[src/rtl/alu_sequencer.sv]
// alu_sequencer: command-driven initiator for a combinational alu. Accepts one command at a
// time, drives the alu from a small register bank, writes the result back and returns it.
module alu_sequencer #(
   parameter int unsigned WIDTH = 4,
   parameter int unsigned NREGS = 4,
   parameter int unsigned CNT_W = 8,
   localparam int unsigned IdxW = $clog2(NREGS)
) (
   input  logic             clk_i,
   input  logic             rst_i,
   input  logic             cmd_valid_i,
   output logic             cmd_ready_o,
   input  logic             cmd_ld_i,
   input  logic [2:0]       cmd_oc_i,
   input  logic [IdxW-1:0]  cmd_srca_i,
   input  logic [IdxW-1:0]  cmd_srcb_i,
   input  logic [IdxW-1:0]  cmd_dst_i,
   input  logic [WIDTH-1:0] cmd_imm_i,
   output logic [2:0]       alu_oc_o,
   output logic [WIDTH-1:0] alu_a_o,
   output logic [WIDTH-1:0] alu_b_o,
   input  logic [WIDTH-1:0] alu_f_i,
   output logic             rsp_valid_o,
   input  logic             rsp_ready_i,
   output logic [WIDTH-1:0] rsp_data_o,
   output logic [IdxW-1:0]  rsp_dst_o,
   output logic [CNT_W-1:0] op_count_o,
   input  logic [IdxW-1:0]  dbg_sel_i,
   output logic [WIDTH-1:0] dbg_data_o
);

   typedef enum logic [1:0] {StIdle, StExec, StResp} state_e;

   state_e           state_q, state_d;
   logic [WIDTH-1:0] bank_q [NREGS];
   logic [CNT_W-1:0] cnt_q, cnt_d;
   logic [WIDTH-1:0] rsp_data_q, rsp_data_d;
   logic [IdxW-1:0]  rsp_dst_q, rsp_dst_d;
   // Command latch; ld/imm are consumed in the accept cycle so they need no storage.
   logic [2:0]       oc_q, oc_d;
   logic [IdxW-1:0]  srca_q, srca_d;
   logic [IdxW-1:0]  srcb_q, srcb_d;
   logic [IdxW-1:0]  dst_q, dst_d;
   // Single bank write port, shared by immediate loads and alu writeback.
   logic             wr_en;
   logic [IdxW-1:0]  wr_addr;
   logic [WIDTH-1:0] wr_data;

   // Next-state, latch capture and bank write selection.
   always_comb begin
      state_d    = state_q;
      cnt_d      = cnt_q;
      rsp_data_d = rsp_data_q;
      rsp_dst_d  = rsp_dst_q;
      oc_d       = oc_q;
      srca_d     = srca_q;
      srcb_d     = srcb_q;
      dst_d      = dst_q;
      wr_en      = 1'b0;
      wr_addr    = dst_q;
      wr_data    = alu_f_i;
      unique case (state_q)
         StIdle: begin
            if (cmd_valid_i) begin
               oc_d   = cmd_oc_i;
               srca_d = cmd_srca_i;
               srcb_d = cmd_srcb_i;
               dst_d  = cmd_dst_i;
               if (cmd_ld_i) begin
                  wr_en      = 1'b1;
                  wr_addr    = cmd_dst_i;
                  wr_data    = cmd_imm_i;
                  rsp_data_d = cmd_imm_i;
                  rsp_dst_d  = cmd_dst_i;
                  state_d    = StResp;
               end else begin
                  state_d = StExec;
               end
            end
         end
         StExec: begin
            wr_en      = 1'b1;
            wr_addr    = dst_q;
            wr_data    = alu_f_i;
            rsp_data_d = alu_f_i;
            rsp_dst_d  = dst_q;
            state_d    = StResp;
         end
         StResp: begin
            if (rsp_ready_i) begin
               cnt_d   = cnt_q + CNT_W'(1);
               state_d = StIdle;
            end
         end
         default: state_d = StIdle;
      endcase
   end

   // State, bank and latch registers; synchronous reset aborts any op in flight.
   always_ff @(posedge clk_i) begin
      if (rst_i) begin
         state_q    <= StIdle;
         cnt_q      <= '0;
         rsp_data_q <= '0;
         rsp_dst_q  <= '0;
         oc_q       <= '0;
         srca_q     <= '0;
         srcb_q     <= '0;
         dst_q      <= '0;
         for (int i = 0; i < NREGS; i++) begin
            bank_q[i] <= '0;
         end
      end else begin
         state_q    <= state_d;
         cnt_q      <= cnt_d;
         rsp_data_q <= rsp_data_d;
         rsp_dst_q  <= rsp_dst_d;
         oc_q       <= oc_d;
         srca_q     <= srca_d;
         srcb_q     <= srcb_d;
         dst_q      <= dst_d;
         if (wr_en) begin
            bank_q[wr_addr] <= wr_data;
         end
      end
   end

   // Outputs; while rst_i is high they present the reset state rather than the stale one.
   always_comb begin
      cmd_ready_o = 1'b0;
      rsp_valid_o = 1'b0;
      alu_oc_o    = '0;
      alu_a_o     = '0;
      alu_b_o     = '0;
      rsp_data_o  = '0;
      rsp_dst_o   = '0;
      op_count_o  = '0;
      dbg_data_o  = '0;
      if (!rst_i) begin
         cmd_ready_o = (state_q == StIdle);
         rsp_valid_o = (state_q == StResp);
         rsp_data_o  = rsp_data_q;
         rsp_dst_o   = rsp_dst_q;
         op_count_o  = cnt_q;
         dbg_data_o  = bank_q[dbg_sel_i];
         // The alu only sees operands during the single execute cycle.
         if (state_q == StExec) begin
            alu_oc_o = oc_q;
            alu_a_o  = bank_q[srca_q];
            alu_b_o  = bank_q[srcb_q];
         end
      end
   end

endmodule

[config.mk]
export PLATFORM = sky130hd
export DESIGN_NAME = alu_sequencer
export DESIGN_NICKNAME = d
export VERILOG_FILES = /design/src/rtl/alu_sequencer.sv
export SDC_FILE = /design/constraint.sdc
export NUM_CORES = 1
export LEC_CHECK = 0
export ABC_AREA = 0
export BUFFER_PORTS_ARGS = -buffer_cell sky130_fd_sc_hd__buf_2
export CAP_MARGIN = 20
export CORE_MARGIN = 2
export CORE_UTILIZATION = 54
export DETAILED_ROUTE_END_ITERATION = 10
export PLACE_DENSITY = 0.83
export SLEW_MARGIN = 30
export SYNTH_ARGS = -nofsm -noshare
export SYNTH_HDL_FRONTEND = slang
export SYNTH_SLANG_ARGS = --single-unit
[constraint.sdc]
create_clock -name clk_i -period 2.1 [get_ports clk_i]
set_clock_uncertainty 0.15 [all_clocks]
set_input_delay 0.42 -clock clk_i [delete_from_list [all_inputs] [get_ports clk_i]]
set_output_delay 0.42 -clock clk_i [all_outputs]
set_load 0.02 [all_outputs]
Word level (Yosys, flattened, before mapping)
Memories as Yosys holds them, arrays and structs flattened. A register that Yosys moved wholly into a read port is not among the register bits.
Cells that the tools add are included.
W data, S select, Z words.
{ "totals": {"ram_bits": 16, "ff_bits": 25, "memories": 1} }
{ "memory_table": {"columns": ["memory", "depth", "word_bits", "read_ports", "rd_ports_with_merged_regs", "wr", "line", "source"], "rows": [
  ["bank_q", 4, 4, 3, 2, 4, "35", "logic [WIDTH-1:0] bank_q [NREGS];"]
]} }
{ "op_classes": {"n_addsub": 1, "n_eq_ne": 5, "muxes": 43, "reduce_logical": 7} }
{ "ops": {"columns": ["op", "n"], "rows": [
  ["$mux W4", 12],
  ["$mux W2", 14],
  ["$mux W1", 10],
  ["$add A8 B1 Y8 const B", 1],
  ["$mux W8", 1],
  ["$pmux W4 S2", 1],
  ["$mux W3", 2],
  ["$ne A2 B2 Y1 const B", 3],
  ["$pmux W2 S3", 1],
  ["$reduce_and A2 Y1", 3],
  ["$pmux W2 S2", 1],
  ["$reduce_or A4 Y1", 1],
  ["$reduce_and A3 Y1", 1],
  ["$eq A2 B1 Y1 const B", 1],
  ["$eq A2 B2 Y1 const B", 1],
  ["$logic_not A2 Y1", 1],
  ["$pmux W1 S2", 1],
  ["$reduce_bool A2 Y1", 1]
]} }

Longest topological paths before layout
Gate-level depths: netlist of the first run.
{ "depth": {"ltp_word": 8, "depth_mapped": 5} }

Worst setup path before layout of the first run
No wires, ideal clock.
{ "synth_timing": {"path_type": "register -> output", "from": "register state_q[0]", "to": "output alu_oc_o[0]", "setup_slack_ps": 183, "arrival_time_ps": 1347, "n_path_buf": 1, "stages_incl_launch_ff": 5, "t_required_ps": 1530, "path_cell_list": "dfxtp_1 > inv_2 > or3_1 > buf_4 > nor2_1"} }
{ "synth_between": {"elab_chain_len": 3} }
{ "synth_rtl": {"columns": ["element", "line", "source"], "rows": [
  ["start, declared", "34", "state_e state_q, state_d;"],
  ["start signal, assigned", "102", "state_q <= StIdle;"],
  ["start signal, assigned", "114", "state_q <= state_d;"],
  ["$eq A2 B1 Y1", "147", "if (state_q == StExec) begin"],
  ["$mux W3", "147", null],
  ["$mux W3", "139", "if (!rst_i) begin"],
  ["end, declared", "19", "output logic [2:0] alu_oc_o,"]
]} }
Every way passes these cells.

==> metrics.txt, run 1 <==
# TYPE chip_impl_metric gauge
chip_impl_info{name="run_status",value="finished, violations left"} 1
chip_impl_info{name="violations_in_the_final_reports",value="negative setup slack"} 1
chip_impl_metric{name="initialDrtViolationCount",unit=""} 142
chip_impl_metric{name="floorplan.die.height",unit="um"} 72.6
chip_impl_metric{name="initial_antenna_violation_count",unit=""} 0
chip_impl_metric{name="fmax",unit="GHz"} 0.473
chip_impl_metric{name="synth.avg_cell_area",unit="um2"} 10.0
chip_impl_metric{name="netlist_instances",unit=""} 254
chip_impl_metric{name="setup_ws",unit="ps"} -13.7
chip_impl_metric{name="grt_pass1_wl",unit="um"} 9240
chip_impl_metric{name="period_needed",unit="ps"} 2110
chip_impl_metric{name="finalCoreUtilization",unit="%"} 70.1
chip_impl_metric{name="core_area",unit="um2"} 4440
chip_impl_metric{name="cts.reportedPaths.clkPinSlew",unit="ps"} 90
chip_impl_metric{name="power.ir.vdd_worst",unit="uV"} 336
chip_impl_metric{name="cts_buffers",unit=""} 5
chip_impl_info{name="synth_largest_area_cell",value="dfxtp_1"} 1
chip_impl_metric{name="multi_input_area",unit="um2"} 1400
chip_impl_metric{name="post_route_cells_drive_above_1_share",unit="%"} 34.7
chip_impl_info{name="synth_top_cells_by_area",value="dfxtp_1 23%, edfxtp_1 19%, mux4_2 11%, mux2i_1 5.5%, nor2b_1 5.4%"} 1
chip_impl_metric{name="detail_route.vias_per_cell",unit=""} 5.93
chip_impl_info{name="worstSetupPathType",value="flip-flop to primary output"} 1
chip_impl_metric{name="clock_sink_count",unit=""} 45
chip_impl_metric{name="largest_net_degree_at_the_start_of_global_routing",unit=""} 29
chip_impl_metric{name="synthesis.area",unit="um2"} 2540
chip_impl_metric{name="post-dp-hpwl",unit="um"} 4170
chip_impl_metric{name="wirelength",unit="um"} 5730
chip_impl_metric{name="die_width",unit="um"} 72.6
chip_impl_metric{name="total_power_of_the_final_layout",unit="W"} 0.00203
chip_impl_metric{name="synth_largest_type_area_fraction",unit="%"} 22.8
chip_impl_metric{name="critical_path.max_fanout",unit=""} 3
chip_impl_metric{name="avgRoutedWirePerCell",unit="um"} 15.6
chip_impl_metric{name="synth-async-reset-ratio",unit="%"} 0
chip_impl_metric{name="timing_max_transition_violations_final",unit=""} 0
chip_impl_metric{name="cts-root-to-sink-buffers",unit=""} 2
chip_impl_metric{name="final_gp_congestion",unit=""} 0.928
chip_impl_metric{name="synth_sequential_area_ratio",unit="%"} 41.8
chip_impl_metric{name="flip_flop_and_latch_count_after_synthesis",unit=""} 45
chip_impl_metric{name="drt_first_pass_iters",unit=""} 4
chip_impl_metric{name="report.final.hold_viol_count",unit=""} 0
chip_impl_metric{name="final.setup.tns",unit="ps"} -17.4
chip_impl_metric{name="grt_usage",unit="%"} 22.5
chip_impl_metric{name="slew_headroom",unit="%"} 66.5
chip_impl_metric{name="netlist-cell-type-count",unit=""} 36
chip_impl_metric{name="register_area",unit="um2"} 1070
chip_impl_metric{name="number_of_port_buffers",unit=""} 54
chip_impl_metric{name="fillers",unit=""} 330
chip_impl_metric{name="synth-warning-count",unit=""} 0
chip_impl_metric{name="area_growth",unit="%"} 22.6
chip_impl_metric{name="dr_total_vias",unit=""} 2172
chip_impl_info{name="critPathLaunchType",value="flip-flop"} 1
chip_impl_metric{name="post-route-drc-count",unit=""} 0
chip_impl_metric{name="ant_nets",unit=""} 0
chip_impl_metric{name="synth_nets",unit=""} 279
chip_impl_metric{name="p_leak",unit="nW"} 1.28
chip_impl_metric{name="top_level_ports",unit=""} 55
chip_impl_metric{name="die_area",unit="um2"} 5270
chip_impl_info{name="tritoncts",value="yes"} 1
chip_impl_metric{name="ctsHtreeMaxLevel",unit=""} 2
chip_impl_metric{name="diodes",unit=""} 0
chip_impl_metric{name="crit_path_dat",unit="ps"} 1540
chip_impl_metric{name="maxCapViolations",unit=""} 0
chip_impl_metric{name="nNetsFinal",unit=""} 338
chip_impl_info{name="synth_flop_cell",value="dfxtp_1"} 1
chip_impl_metric{name="timing_worst_slew_pin_value",unit="ps"} 490
chip_impl_metric{name="start_util",unit="%"} 57.2
chip_impl_metric{name="clk_latency",unit="ps"} 310
chip_impl_metric{name="synth-edff-count",unit=""} 16
chip_impl_metric{name="power_per_cell_area",unit="nW/um2"} 651
chip_impl_info{name="timing.critical_path.to_type",value="primary output"} 1
chip_impl_metric{name="period_share",unit="%"} 101
chip_impl_metric{name="grt_overflow",unit=""} 0
chip_impl_metric{name="cts_hold_buffers",unit=""} 0
chip_impl_info{name="grt_setup_unrepaired",value="true"} 1
chip_impl_metric{name="post-cts-setup-buffer-count",unit=""} 0
chip_impl_metric{name="setup_viol",unit=""} 2
chip_impl_info{name="type_of_the_tightest_min_delay_check",value="input port to flip-flop"} 1
chip_impl_metric{name="first_global_vias",unit=""} 1998
chip_impl_metric{name="row_count",unit=""} 24
chip_impl_info{name="root_buffer",value="clkbuf_8"} 1
chip_impl_metric{name="crit_required",unit="ps"} 1530
-- repair_timing --
action                                  in CTS  in global routing
gates resized for setup                      9                 23
endpoints found under the setup margin      11                 16
pin swaps                                    1                  0
-- report_power, final --
group | leakage [nW] | switching [W] | internal, W
Combinational | 0.813 | 0.000187 | 0.000170
Sequential | 0.406 | 0.0000414 | 0.000952
Clock | 0.0603 | 0.000312 | 0.000364
Total | 1.28 | 0.000541 | 0.00149
-- state kept, by name, indices dropped and copies added, names as in the netlist, named ones only --
signal / count
state_q: 2
rsp_dst_q: 2
srca_q: 2
cnt_q: 8
srcb_q: 2
rsp_data_q: 4
bank_q: 16
oc_q: 3
dst_q: 2
-- kinds of logic after synthesis --
logic type      share of synthesized area, %
buf+inv                                 4.23
xor+xnor                               0.689
simple gates                            25.9
flops                                   41.8
fa+ha+maj                              0.492
compound gates                          9.40
mux                                     17.5
-- layout by cell type, fill, tap and decap left out, types with 2 or more instances in the layout --
cell type  instances
xor2_1             2
or3_1              3
o21bai_1           3
mux2_2             3
buf_4             18
nor2b_4            3
nor2_1            21
a2111oi_0          6
nor2b_1           21
o21ai_0            2
clkbuf_8           5
nor3_1            10
and3b_1            6
nor2b_2            5
mux4_2            12
buf_6              8
nand3_1           27
inv_1              4
dfxtp_1           25
edfxtp_1          16
dfxtp_4            3
mux2i_1           14
buf_2             42
nand2_1           12
a21oi_1           24
-- layer usage --
| layer | track usage [%] | share of wire, % |
|---|---|---|
| met5 | 0 | 0 |
| met4 | 9.67 | 1.9 |
| met3 | 4.42 | 6.2 |
| met2 | 36.7 | 50 |
| met1 | 29.2 | 42 |
-- through the flow --
stage                     setup WS, ps  instances  cell area [um2]  hold slack, ps
after floorplan                    183        254             2540             310
after global placement            77.3        358             2900             325
after detailed placement          61.0        358             2900             336
after CTS                        -3.36        366             3050             175
after global routing             -62.7        366             3120             194
final                            -13.7        366             3120             186
-- worst max-delay path: stages (launching register included) --
cell      delay [ps]
edfxtp_1         450
mux4_2           490
nor2b_1          140
buf_2            170
-- Yosys cell counts, types with 6 or more instances --
cell type,n
nor2b_1,22
nor2_1,21
mux2i_1,14
nor2b_2,7
nor3_1,10
a2111oi_0,6
a21oi_1,24
and3b_1,6
mux4_2,12
edfxtp_1,16
nand2_1,12
nand3_1,27
dfxtp_1,29
-- final timing paths --
kind	slack, ps	from	depth (start not counted)	endpoint
min	190	cmd_ld_i	2	state_q[0]
min reg2reg	350	oc_q[1]	2	oc_q[1]
max	-10	bank_q[3][2]	3	dbg_data_o[2]
max reg2reg	140	state_q[0]	4	bank_q[2][1]
-- area by class of cell --
class,count,share of cell area [%]
sequential,45,34.5
timing repair buffer,68,14.0
clock inverter,3,1.61
tap,52,2.09
multi-input combinational,187,44.9
clock buffer,5,2.21
inverter,6,0.723
(Power assumes the default switching activity.)
==> run 2, diff against run 1 <==
- CORE_UTILIZATION: 54 -> 25
- PLACE_DENSITY: 0.83 -> 0.47
==> metrics.txt, run 2 (same netlist as run 1, synthesis figures left out) <==
# TYPE chip_impl_metric gauge
chip_impl_info{name="run_status",value="completed"} 1
chip_impl_metric{name="ctsHtreeMaxLevel",unit=""} 2
chip_impl_metric{name="number_of_instances_in_the_placed_design",unit=""} 442
chip_impl_info{name="worstSetupPathType",value="flip-flop to primary output"} 1
chip_impl_info{name="cp_cell_sequence",value="mux4_2 > nor2b_2 > buf_2"} 1
chip_impl_metric{name="number_of_port_buffers",unit=""} 54
chip_impl_metric{name="core_area",unit="um2"} 9820
chip_impl_metric{name="die_area",unit="um2"} 11000
chip_impl_metric{name="finalHoldWorstSlack",unit="ps"} 217
chip_impl_info{name="grt_setup_unrepaired",value="true"} 1
chip_impl_metric{name="period_needed",unit="ps"} 2060
chip_impl_metric{name="fmax",unit="GHz"} 0.486
chip_impl_metric{name="wirelength",unit="um"} 6370
chip_impl_metric{name="detailed_place.area",unit="um2"} 3030
chip_impl_metric{name="cts_buffers",unit=""} 5
chip_impl_metric{name="setup_viol",unit=""} 0
chip_impl_metric{name="critical_path_buf_inv_count",unit=""} 1
chip_impl_info{name="timing.critical_path.to_type",value="primary output"} 1
chip_impl_metric{name="fin_cells",unit=""} 453
chip_impl_metric{name="maxCapViolations",unit=""} 0
chip_impl_info{name="critPathLaunchType",value="flip-flop"} 1
chip_impl_metric{name="power.combinational.fraction",unit="%"} 18.5
chip_impl_metric{name="critical_path.max_fanout",unit=""} 3
chip_impl_metric{name="first_global_vias",unit=""} 1985
chip_impl_metric{name="clock_sink_count",unit=""} 45
chip_impl_metric{name="initial_antenna_violation_count",unit=""} 0
chip_impl_metric{name="power_per_cell_area",unit="nW/um2"} 616
chip_impl_metric{name="grt_overflow",unit=""} 0
chip_impl_metric{name="largest_register_ff_count",unit=""} 16
chip_impl_metric{name="worst_path_largest_cell_delay",unit="ps"} 480
chip_impl_metric{name="post-dp-hpwl",unit="um"} 4860
chip_impl_info{name="final_common_cell",value="buf_2"} 1
chip_impl_metric{name="slew_headroom",unit="%"} 61.0
chip_impl_metric{name="floorplan.die.height",unit="um"} 105
chip_impl_metric{name="ant_nets",unit=""} 0
chip_impl_metric{name="grt_usage",unit="%"} 11.7
chip_impl_metric{name="initialDrtViolationCount",unit=""} 133
chip_impl_metric{name="met1Wirelength",unit="um"} 2980
chip_impl_metric{name="post_route_cells_drive_above_1_share",unit="%"} 35.9
chip_impl_metric{name="finalCoreUtilization",unit="%"} 33.2
chip_impl_metric{name="power.ir.vdd_worst",unit="uV"} 315
chip_impl_metric{name="detail_route.vias_per_cell",unit=""} 4.64
chip_impl_metric{name="p_leak",unit="nW"} 1.31
chip_impl_metric{name="power_frac_clock",unit="%"} 32.1
chip_impl_metric{name="pwr-share-seq",unit="%"} 49.4
chip_impl_metric{name="met2RoutedLength",unit="um"} 2970
chip_impl_info{name="cpMaxStageDelayCell",value="mux4_2"} 1
chip_impl_metric{name="final.setup.tns",unit="ps"} 0
chip_impl_metric{name="cts-root-to-sink-buffers",unit=""} 2
chip_impl_info{name="tritoncts",value="yes"} 1
chip_impl_metric{name="crit_path_dat",unit="ps"} 1490
chip_impl_metric{name="clk_latency",unit="ps"} 290
chip_impl_metric{name="post-route-drc-count",unit=""} 0
chip_impl_metric{name="postLayoutCellArea",unit="um2"} 3260
chip_impl_metric{name="timing_worst_slew_pin_value",unit="ps"} 570
chip_impl_metric{name="switchingPower",unit="W"} 0.000521
chip_impl_metric{name="dr_total_vias",unit=""} 2104
chip_impl_info{name="max_flop_register",value="bank_q"} 1
chip_impl_metric{name="die_width",unit="um"} 105
chip_impl_metric{name="diodes",unit=""} 0
chip_impl_metric{name="cts.reportedPaths.clkPinSlew",unit="ps"} 90
chip_impl_metric{name="nNetsFinal",unit=""} 344
chip_impl_metric{name="start_util",unit="%"} 25.9
chip_impl_metric{name="crit_required",unit="ps"} 1530
chip_impl_info{name="highest-signal-layer",value="met4"} 1
chip_impl_metric{name="period_share",unit="%"} 98.1
chip_impl_metric{name="sw_frac_of_total",unit="%"} 25.9
chip_impl_metric{name="routed-wl-met3",unit="um"} 347
chip_impl_metric{name="report.final.hold_viol_count",unit=""} 0
chip_impl_metric{name="avgRoutedWirePerCell",unit="um"} 14.1
chip_impl_metric{name="top_level_ports",unit=""} 55
chip_impl_info{name="layout_top_registers",value="bank_q x16, cnt_q x8, rsp_data_q x4"} 1
chip_impl_metric{name="timing_max_transition_violations_final",unit=""} 0
chip_impl_metric{name="largest_net_degree_at_the_start_of_global_routing",unit=""} 29
chip_impl_info{name="layout.cells.most_common_list",value="45 x buf_2, 27 x nand3_1, 25 x dfxtp_1, 24 x a21oi_1, 22 x buf_4"} 1
chip_impl_info{name="timing.critical_path.max_delay_family",value="multiplexers"} 1
chip_impl_info{name="root_buffer",value="clkbuf_8"} 1
chip_impl_metric{name="drt_first_pass_iters",unit=""} 4
chip_impl_metric{name="power.internal",unit="W"} 0.00149
chip_impl_metric{name="area_growth",unit="%"} 28.2
chip_impl_info{name="type_of_the_tightest_min_delay_check",value="input port to flip-flop"} 1
chip_impl_metric{name="row_count",unit=""} 36
chip_impl_metric{name="final_gp_congestion",unit=""} 0.735
chip_impl_metric{name="grt_pass1_wl",unit="um"} 10100
==> run 2: changes by cell type in the layout (fill, tap and decap cells not counted), moves of 2 or more <==
cell / previous run / this run
buf_2: 42 / 45
buf_4: 18 / 22
nor2b_2: 5 / 3
nor2b_4: 3 / 5
==> run 2: cell type report <==
type | count | area (um2)
Sequential cell | 45 | 1080
Fill cell | 1063 | 6560
Multi-Input combinational cell | 187 | 1410
Tap cell | 133 | 166
Inverter | 6 | 22.5
Clock buffer | 6 | 72.6
Timing Repair Buffer | 74 | 469
Clock inverter | 2 | 38.8
==> run 2: routing by layer <==
metal / vias to the layer above / global-route usage, %
met2: 65 / 18.3
met1: 973 / 15.6
met3: 4 / 2.87
met5: - / 0
met4: 0 / 4.10
li1: 1062 / -
==> run 2: through the flow <==
step                      power (W)  setup slack (ps)
after global routing        0.00212             -28.4
after global placement      0.00136              86.4
final                       0.00201              40.6
after CTS                   0.00203             0.896
after detailed placement    0.00137              56.5
after floorplan             0.00124               183
==> run 2: worst paths after layout <==
check             slack, ps  depth (start not counted)          from           end
setup / recovery         40                          3  bank_q[3][0]    alu_b_o[0]
hold / removal          220                          3   cmd_oc_i[1]       oc_q[1]
setup reg to reg        220                          6    state_q[0]  bank_q[1][0]
hold reg to reg         360                          2     srcb_q[0]     srcb_q[0]
==> run 2: power by group through the flow <==
stage / registers (W) / clock network, W / logic (W)
floorplan: 0.000998 / 0 / 0.000243
global placement: 0.00101 / 0 / 0.000349
detailed placement: 0.00102 / 0 / 0.000351
CTS: 0.000994 / 0.000677 / 0.000361
global route: 0.00100 / 0.000710 / 0.000406
finish: 0.000992 / 0.000646 / 0.000371
==> run 2: tightest hold or removal path, cell delays in order <==
cell     delay, ps
buf_2           70
mux2i_1         60
nor2_1          70
==> run 2: what timing repair did <==
| item | in CTS | in global routing |
|---|---|---|
| pin swaps | 1 | 0 |
| cloned | 1 | 0 |
| setup endpoints to repair | 11 | 14 |
| resized for setup | 17 | 16 |
| setup buffers | 1 | 1 |
| hold buffers | 0 | 0 |
==> run 3, diff against run 2 <==
- ABC_AREA: 0 -> 1
- MAX_ROUTING_LAYER: not set -> met4
==> metrics.txt, run 3 <==
# TYPE chip_impl_metric gauge
chip_impl_info{name="run_status",value="completed"} 1
chip_impl_info{name="synth_flop_cell",value="dfxtp_1"} 1
chip_impl_metric{name="first_global_vias",unit=""} 1955
chip_impl_metric{name="avgRoutedWirePerCell",unit="um"} 11.6
chip_impl_metric{name="top_level_ports",unit=""} 55
chip_impl_metric{name="cts-root-to-sink-buffers",unit=""} 2
chip_impl_metric{name="detail_route.vias_per_cell",unit=""} 4.28
chip_impl_info{name="max_flop_register",value="bank_q"} 1
chip_impl_metric{name="start_util",unit="%"} 25.7
chip_impl_metric{name="synth_nets",unit=""} 352
chip_impl_info{name="synthMostInstantiatedCell",value="nor2_1"} 1
chip_impl_metric{name="grt_usage",unit="%"} 12.1
chip_impl_metric{name="synth_compound_area_share",unit="%"} 18.8
chip_impl_info{name="worstSetupPathType",value="flip-flop to primary output"} 1
chip_impl_info{name="worstReg2RegEnd",value="bank_q[3][1]"} 1
chip_impl_metric{name="synth.avg_cell_area",unit="um2"} 7.25
chip_impl_metric{name="post_route_cells_drive_above_1_share",unit="%"} 22.8
chip_impl_metric{name="netlist_instances",unit=""} 327
chip_impl_metric{name="synth_adder_area_share",unit="%"} 0.528
chip_impl_metric{name="floorplan.die.height",unit="um"} 101
chip_impl_metric{name="die_width",unit="um"} 101
chip_impl_metric{name="nNetsFinal",unit=""} 402
chip_impl_info{name="layout_top_registers",value="bank_q x16, cnt_q x8, rsp_data_q x4"} 1
chip_impl_info{name="synth_top_family_by_area",value="simple AND/OR/NAND/NOR gates"} 1
chip_impl_metric{name="setup_viol",unit=""} 0
chip_impl_metric{name="post-dp-hpwl",unit="um"} 4500
chip_impl_metric{name="period_share",unit="%"} 94.4
chip_impl_info{name="critical_path.endpoint",value="alu_a_o[0]"} 1
chip_impl_info{name="timing.critical_path.from",value="state_q[0]"} 1
chip_impl_metric{name="dr_total_vias",unit=""} 2169
chip_impl_metric{name="crit_required",unit="ps"} 1530
chip_impl_metric{name="clk_latency",unit="ps"} 300
chip_impl_info{name="synth_largest_area_cell",value="dfxtp_1"} 1
chip_impl_metric{name="post-cts-setup-buffer-count",unit=""} 0
chip_impl_metric{name="initialDrtViolationCount",unit=""} 116
chip_impl_info{name="tritoncts",value="yes"} 1
chip_impl_metric{name="timing_worst_slew_pin_value",unit="ps"} 396
chip_impl_metric{name="synth_sequential_area_ratio",unit="%"} 44.7
chip_impl_metric{name="synthesis.area",unit="um2"} 2370
chip_impl_metric{name="synth-warning-count",unit=""} 0
chip_impl_metric{name="wirelength",unit="um"} 5870
chip_impl_metric{name="p_leak",unit="nW"} 1.27
chip_impl_metric{name="flip_flop_and_latch_count_after_synthesis",unit=""} 45
chip_impl_metric{name="core_area",unit="um2"} 9240
chip_impl_metric{name="synth-async-reset-ratio",unit="%"} 0
chip_impl_metric{name="row_count",unit=""} 35
chip_impl_metric{name="area_growth",unit="%"} 22.1
chip_impl_info{name="root_buffer",value="clkbuf_8"} 1
chip_impl_metric{name="finalCoreUtilization",unit="%"} 31.3
chip_impl_metric{name="cts_buffers",unit=""} 5
chip_impl_metric{name="detailed_place.area",unit="um2"} 2770
chip_impl_metric{name="final.setup.tns",unit="ps"} 0
chip_impl_info{name="layout.cells.most_common_list",value="70 x nor2_1, 54 x buf_2, 50 x nand2_1, 37 x inv_1"} 1
chip_impl_metric{name="synth-edff-count",unit=""} 16
chip_impl_metric{name="fmax",unit="GHz"} 0.504
chip_impl_metric{name="largest_net_degree_at_the_start_of_global_routing",unit=""} 29
chip_impl_metric{name="synthSimpleGateAreaFrac",unit="%"} 26.1
chip_impl_metric{name="clock_sink_count",unit=""} 45
chip_impl_metric{name="ant_nets",unit=""} 0
chip_impl_metric{name="maxCapViolations",unit=""} 0
chip_impl_metric{name="post-route-drc-count",unit=""} 0
chip_impl_info{name="worstReg2RegStart",value="state_q[1]"} 1
chip_impl_metric{name="largest_register_ff_count",unit=""} 16
chip_impl_metric{name="fillers",unit=""} 1014
chip_impl_metric{name="number_of_port_buffers",unit=""} 54
chip_impl_metric{name="grt_overflow",unit=""} 0
chip_impl_metric{name="power_per_cell_area",unit="nW/um2"} 693
chip_impl_metric{name="synth_largest_type_area_fraction",unit="%"} 24.5
chip_impl_metric{name="critical_path.max_fanout",unit=""} 11
chip_impl_metric{name="muxShareOfSynthArea",unit="%"} 0
chip_impl_metric{name="post_synth_xor_area_fraction",unit="%"} 0
chip_impl_info{name="timing.critical_path.to_type",value="primary output"} 1
chip_impl_info{name="type_of_the_tightest_min_delay_check",value="input port to flip-flop"} 1
chip_impl_metric{name="crit_path_dat",unit="ps"} 1410
chip_impl_metric{name="ctsHtreeMaxLevel",unit=""} 2
chip_impl_metric{name="cts.reportedPaths.clkPinSlew",unit="ps"} 90
chip_impl_metric{name="final_gp_congestion",unit=""} 0.825
chip_impl_metric{name="report.final.hold_viol_count",unit=""} 0
chip_impl_metric{name="timing_max_transition_violations_final",unit=""} 0
chip_impl_info{name="critPathLaunchType",value="flip-flop"} 1
chip_impl_metric{name="worstRegToRegCells",unit=""} 6
chip_impl_info{name="grt_setup_unrepaired",value="false"} 1
chip_impl_metric{name="initial_antenna_violation_count",unit=""} 0
chip_impl_metric{name="grt_pass1_wl",unit="um"} 9450
chip_impl_metric{name="slew_headroom",unit="%"} 73.5
chip_impl_info{name="ys_top_cells_by_count",value="70 x nor2_1, 51 x nand2_1, 37 x inv_1"} 1
chip_impl_metric{name="power.ir.vdd_worst",unit="uV"} 312
chip_impl_metric{name="diodes",unit=""} 0
chip_impl_metric{name="netlist-cell-type-count",unit=""} 26
chip_impl_metric{name="die_area",unit="um2"} 10300
chip_impl_info{name="final_common_cell",value="nor2_1"} 1
chip_impl_metric{name="postLayoutCellArea",unit="um2"} 2890
chip_impl_metric{name="r2r_slack",unit="ps"} 210
chip_impl_info{name="synth_top_cells_by_area",value="dfxtp_1 24%, edfxtp_1 20%, nor2_1 11%, nand2_1 8.1%, a21oi_1 6.8%"} 1
chip_impl_metric{name="finalHoldWorstSlack",unit="ps"} 157
chip_impl_metric{name="period_needed",unit="ps"} 1980
chip_impl_metric{name="drt_first_pass_iters",unit=""} 4
## run 3: cell count changes after synthesis, moves of 14 or more
cell	before	now
nor2b_1	22	0
o21ai_0	2	32
nand2_1	12	51
nor2_1	21	70
nand3_1	27	7
inv_1	4	37
mux2i_1	14	0
## run 3: kinds of logic after synthesis
| group | count (synthesis) |
|---|---|
| AOI/OAI and AO/OA | 80 |
| and+or+nand+nor | 144 |
| DFF | 45 |
| buffers and inverters | 57 |
| adders and majority gates | 1 |
## run 3: what timing repair did
action,in CTS,in global routing
gates resized for setup,1,3
hold buffers,0,0
endpoints found under the setup margin,11,10
## run 3: critical path: stages, from the launching register on
cell	delay [ps]
dfxtp_1	370
inv_1	110
nor2_4	150
nand2_4	130
a21oi_1	160
buf_2	190
## run 3: through the flow
stage / power, W / std cells / setup slack (ps)
floorplan: 0.00125 / 327 / 240
global placement: 0.00135 / 499 / 148
detailed placement: 0.00135 / 499 / 113
CTS: 0.00203 / 507 / 49.1
global route: 0.00212 / 507 / 32.1
finish: 0.00201 / 507 / 117
## run 3: cell type report
type | instances | area [um2] | area share [%]
sequential | 45 | 1060 | 36.7
timing repair buffer | 60 | 315 | 10.9
clock buffer | 5 | 68.8 | 2.38
multi-input combinational | 225 | 1090 | 37.5
tap | 129 | 161 | 5.58
clock inverter | 3 | 47.5 | 1.64
inverter | 40 | 151 | 5.23
## run 3: how the worst min path moves through the flow
stage | to | from | cells after the start
after floorplan | oc_q[0] | oc_q[0] | 2
after global placement | oc_q[0] | oc_q[0] | 2
after detailed placement | oc_q[1] | oc_q[1] | 2
after CTS | state_q[0] | cmd_ld_i | 2
after global routing | state_q[0] | cmd_ld_i | 2
final | state_q[0] | cmd_ld_i | 2
## run 3: per-layer routing
layer	vias to the layer above	share of wire, %	GRT usage [%]
met5	-	0	-
li1	1155	-	-
met1	953	48	15.8
met3	7	4.1	2.21
met4	0	1.7	3.74
met2	54	46	19.1
## run 3: power breakdown
group / switching (W) / internal, W / total (W)
sequential: 0.0000464 / 0.000963 / 0.00101
clock: 0.000310 / 0.000363 / 0.000672
combinational: 0.000211 / 0.000113 / 0.000324
